<file path="config.mk">
export PLATFORM = sky130hd
export DESIGN_NAME = lsu_mem_ctrl
export DESIGN_NICKNAME = d
export VERILOG_FILES = /design/src/rtl/cpu16_pkg.sv /design/src/rtl/lsu_mem_ctrl.sv
export SDC_FILE = /design/constraint.sdc
export NUM_CORES = 1
export LEC_CHECK = 0
export ABC_AREA = 1
export ABC_CLOCK_PERIOD_IN_PS = 1400
export CAP_MARGIN = 20
export CORE_ASPECT_RATIO = 0.6
export CORE_MARGIN = 3
export CORE_UTILIZATION = 39
export CTS_BUF_LIST = sky130_fd_sc_hd__clkbuf_16
export DETAILED_ROUTE_END_ITERATION = 7
export PLACE_DENSITY = 0.79
export SLEW_MARGIN = 20
export SYNTH_ARGS = -nofsm -noshare
export SYNTH_HDL_FRONTEND = slang
export SYNTH_SLANG_ARGS = --single-unit
export TNS_END_PERCENT = 20
</file>
<file path="constraint.sdc">
create_clock -name clk -period 1.4 [get_ports clk]
set_input_delay 0.14 -clock clk [delete_from_list [all_inputs] [get_ports clk]]
set_output_delay 0.14 -clock clk [all_outputs]
set_load 0.005 [all_outputs]
</file>
<file path="src/rtl/cpu16_pkg.sv">
// Shared definitions for the cpu16 core slice: data width, default data
// memory depth and the load/store unit state encoding.
package cpu16_pkg;

  // Width of a data word moved between the core and the data memory.
  localparam int DATA_W = 16;

  // Number of valid word addresses in the default data memory.
  localparam int MEM_DEPTH_DEFAULT = 64;

  // Load/store unit sequencing states.
  typedef enum logic [1:0] {
    ST_IDLE  = 2'd0,
    ST_ISSUE = 2'd1,
    ST_RESP  = 2'd2
  } lsu_state_t;

endpackage

</file>
<file path="src/rtl/lsu_mem_ctrl.sv">
// Load/store unit memory controller. Accepts one request at a time, drives a
// single-cycle read or write strobe to the data memory, and presents the
// result on a response port until the consumer takes it.
//
// Optional feature: define LSU_RANGE_CHECK_EN to reject addresses at or above
// MEM_DEPTH. A rejected request skips the memory access entirely and returns
// rsp_err=1 with rsp_rdata=0. Without the macro rsp_err is always 0 and every
// address reaches the memory unchanged.
//
// Handshakes: both ports use valid/ready. A transfer happens on the posedge
// where valid && ready are both 1. The requester holds req_* stable while
// req_valid is 1 and req_ready is 0; the block holds rsp_* stable while
// rsp_valid is 1 and rsp_ready is 0.
//
// The memory registers mem_rdata on the negedge inside the ISSUE cycle, so
// the read data is already valid at the posedge that ends ISSUE.
module lsu_mem_ctrl
  import cpu16_pkg::*;
#(
  parameter int MEM_DEPTH = MEM_DEPTH_DEFAULT,
  parameter int TAG_W     = 3
) (
  input  logic              clk,
  input  logic              reset,
  // request port
  input  logic              req_valid,
  output logic              req_ready,
  input  logic              req_is_store,
  input  logic [7:0]        req_addr,
  input  logic [DATA_W-1:0] req_wdata,
  input  logic [TAG_W-1:0]  req_tag,
  // response port
  output logic              rsp_valid,
  input  logic              rsp_ready,
  output logic [DATA_W-1:0] rsp_rdata,
  output logic [TAG_W-1:0]  rsp_tag,
  output logic              rsp_err,
  // data memory port
  output logic              mem_we,
  output logic              mem_re,
  output logic [7:0]        mem_addr,
  output logic [DATA_W-1:0] mem_wdata,
  input  logic [DATA_W-1:0] mem_rdata,
  // current FSM state for observation
  output logic [1:0]        state_dbg
);

  // A depth beyond the 8-bit address space cannot be represented.
  if (MEM_DEPTH < 1 || MEM_DEPTH > 256) begin : g_depth_check
    $error("lsu_mem_ctrl: MEM_DEPTH must be in 1..256");
  end

  lsu_state_t          state;
  logic                lat_store;
  logic [TAG_W-1:0]    lat_tag;
  logic                out_of_range;

  assign state_dbg = state;

  // Decide whether the presented request address must be rejected.
  always_comb begin
    out_of_range = 1'b0;
`ifdef LSU_RANGE_CHECK_EN
    out_of_range = (int'({24'd0, req_addr}) >= MEM_DEPTH);
`endif
  end

  // Request sequencing: IDLE accepts, ISSUE strobes memory, RESP holds result.
  always_ff @(posedge clk) begin
    if (reset) begin
      state     <= ST_IDLE;
      req_ready <= 1'b1;
      rsp_valid <= 1'b0;
      rsp_rdata <= '0;
      rsp_tag   <= '0;
      rsp_err   <= 1'b0;
      mem_we    <= 1'b0;
      mem_re    <= 1'b0;
      mem_addr  <= '0;
      mem_wdata <= '0;
      lat_store <= 1'b0;
      lat_tag   <= '0;
    end else begin
      // strobes are single-cycle pulses unless the IDLE branch raises one
      mem_we <= 1'b0;
      mem_re <= 1'b0;
      case (state)
        ST_IDLE: begin
          if (req_valid) begin
            req_ready <= 1'b0;
            lat_store <= req_is_store;
            lat_tag   <= req_tag;
            mem_addr  <= req_addr;
            mem_wdata <= req_wdata;
            if (out_of_range) begin
              // rejected: no memory access, respond immediately
              rsp_valid <= 1'b1;
              rsp_err   <= 1'b1;
              rsp_rdata <= '0;
              rsp_tag   <= req_tag;
              state     <= ST_RESP;
            end else begin
              mem_we    <= req_is_store;
              mem_re    <= ~req_is_store;
              rsp_err   <= 1'b0;
              state     <= ST_ISSUE;
            end
          end
        end
        ST_ISSUE: begin
          // memory has registered read data on the preceding negedge
          rsp_rdata <= lat_store ? '0 : mem_rdata;
          rsp_tag   <= lat_tag;
          rsp_valid <= 1'b1;
          state     <= ST_RESP;
        end
        ST_RESP: begin
          if (rsp_ready) begin
            rsp_valid <= 1'b0;
            req_ready <= 1'b1;
            state     <= ST_IDLE;
          end
        end
        default: begin
          rsp_valid <= 1'b0;
          req_ready <= 1'b1;
          state     <= ST_IDLE;
        end
      endcase
    end
  end

endmodule
</file>
==> reports/results.txt <==
Final Skew -> 0.002032 ns
RSZ-0062 raised after global routing -> no
worst path buffer plus inverter count -> 1
Slew Viols, Final -> 0
IO Port Bufs -> 96
maximum root-to-sink buffer count -> 2
WHS Path Cells -> 3
pwr/cell area -> 1132 nW/um^2
first-pass GRT wire length -> 7990 um
DP Worst Slack -> 0.04860 ns
Worst R2R Start -> state_dbg[1]
CTS sink cnt -> 53
H-Tree Depth -> 2
Yosys reg bits -> 53
synthesized area -> 1922 um^2
Reg2Reg Depth -> 5
post-synth cell types -> 18
CP top delay family -> buffers and inverters
# rows -> 19
vias in the first global route -> 1684
CP peak stage delay -> 0.52 ns
Avg Inst Size Synth -> 8.213 um^2
HP Class -> in2reg
total CTS buffers -> 5
violation count after the first detailed-route iteration -> 82
final setup margin -> 0.09058 ns
Die Area -> 5834 um^2
Total Power -> 3.474 mW
# setup viols final -> 0
Setup Buffers After CTS -> 0
most common cell after layout, fill and taps aside -> clkdlybuf4s50_1
post_cts resized -> 0
warnings from Yosys -> 0
largest net degree at the start of global routing -> 28
worst hold path startpoint -> mem_rdata[12]
initial antenna violation count -> 0
DR WL/cell -> 12.51 um
DRC Markers -> 0
Post-Route WL -> 4915 um
RD Place Congestion -> 0.7449
area delta synth->final -> 59.77%
Clock transition at path regs -> 0.06 ns
Worst Path Arrival -> 1.17 ns
Antenna diodes -> 0
cell area after layout -> 3070 um^2
reg2reg end -> mem_wdata[13]
Die Y -> 60.38 um
max-cap viol count -> 0
Cell Area, Placed -> 2925 um^2
Synth Net Count -> 282
final setup TNS -> 0 ns
gr ovfl total -> 0
most frequent cells in the layout -> clkdlybuf4s50_1 (96), nor2_1 (53), dfxtp_1 (51)
Root Buffer -> clkbuf_16
worst-path cell chain -> clkdlybuf4s50_1
FF-to-FF setup slack -> 0.25 ns
Antenna Nets Post-Route -> 0
core area -> 4659 um^2
Initial Utilization -> 41.25%
routed vias -> 1856
Slowest-stage cell, CP -> clkdlybuf4s50_1
register area share after synthesis -> 55.21%
fillers -> 401
cts hold-fix bufs -> 0
Hold Vio Cnt, Final -> 0
Worst Setup End Kind -> primary output
Max VDD drop -> 0.7301 mV
final worst path period share -> 93.53%
Die X -> 96.63 um
Hold Path End -> rsp_rdata[12]
peak fanout along the critical path -> 5
synthesized instance count -> 234
DP Wirelength -> 3685 um
required time worst endpoint -> 1.26 ns
Fmax -> 763.7 MHz
CTS tree -> yes
LEAKAGE -> 1.183 nW
min Tclk post-route -> 1.309 ns
top-level port count -> 98
fraction of layout cells with a size suffix above 1 -> 9.697%
nets@finish -> 377
Total GRT Usage -> 17.20%
CP Launch Type -> register
Clock Latency Late Sink -> 0.28 ns
Detailed Routing Iterations Pass 1 -> 4
Setup CP Type -> reg2out
outcome -> complete, no violations
DR vias/cell -> 4.723
[final cells by class]
cell class	count	area [um^2]	share of cell area, %
clock buffer	5	125.1	4.075
inverter	8	35.03	1.141
timing repair buffer	104	1033	33.66
tap	63	78.83	2.567
clock inverter	3	17.52	0.5705
multi-input combinational	157	716.9	23.35
sequential	53	1064	34.64
[worst max path at each step]
stage,start,endpoint,depth (start not counted)
3_3_place_gp,req_valid,mem_wdata[3],5
4_1_cts,state_dbg[1],state_dbg[1],1
6_report,state_dbg[0],state_dbg[0],1
2_1_floorplan,state_dbg[1],mem_addr[0],5
5_1_grt,state_dbg[1],state_dbg[1],1
3_5_place_dp,req_valid,mem_wdata[13],5
[where the power goes]
group	total (mW)	switching (mW)	internal (mW)
Clock	1.16	0.501	0.655
Sequential	1.68	0.0611	1.62
Combinational	0.636	0.255	0.381
Total	3.47	0.818	2.66
[flip-flops by register name, indices dropped and copies added (netlist names)]
name,flops
mem_re,1
lat_tag,3
rsp_valid,1
mem_we,1
mem_wdata,16
mem_addr,8
rsp_rdata,16
req_ready,1
lat_store,1
state_dbg,2
rsp_tag,3
[cell families after synthesis]
logic type	after synthesis	share of synthesized area [%]
AO/OA/AOI/OAI	48	12.50
buffers and inverters	24	7.487
flip-flops	53	55.21
other	1	0.1951
AND/OR/NAND/NOR	108	24.61
[through the flow]
stage          hold WS [ns]  instances  util, %
4_1_cts              0.4238        393    65.84
3_3_place_gp         0.4328        385    62.78
5_1_grt              0.4395        393    65.90
6_report             0.4264        393    65.90
3_5_place_dp         0.4374        385    62.78
2_1_floorplan        0.2193        234        -
[metal layers]
metal	up-vias	global-route usage [%]	wire, um
met4	0	5.400	50
met2	77	25.20	2060
li1	941	-	-
met3	6	7.003	480
met1	832	23.48	2324
met5	-	0	0
[synthesized netlist by cell type]
| library cell | number | area (um^2) |
|---|---|---|
| a21oi_1 | 17 | 85.08 |
| nand2_1 | 22 | 82.58 |
| dfxtp_1 | 53 | 1061 |
| nor3_1 | 1 | 5.000 |
| buf_8 | 1 | 15.01 |
| buf_4 | 4 | 30.03 |
| buf_6 | 2 | 22.52 |
| clkbuf_1 | 3 | 11.26 |
| o21ai_0 | 31 | 155.2 |
| nand3_1 | 19 | 95.09 |
| inv_6 | 1 | 8.760 |
| nor2_4 | 1 | 11.26 |
| inv_1 | 7 | 26.28 |
| nand2_4 | 1 | 11.26 |
| nor2_1 | 53 | 198.9 |
| nor2_2 | 11 | 68.82 |
| buf_2 | 6 | 30.03 |
| conb_1 | 1 | 3.750 |
Note: power is estimated with default switching activity, not from simulation.
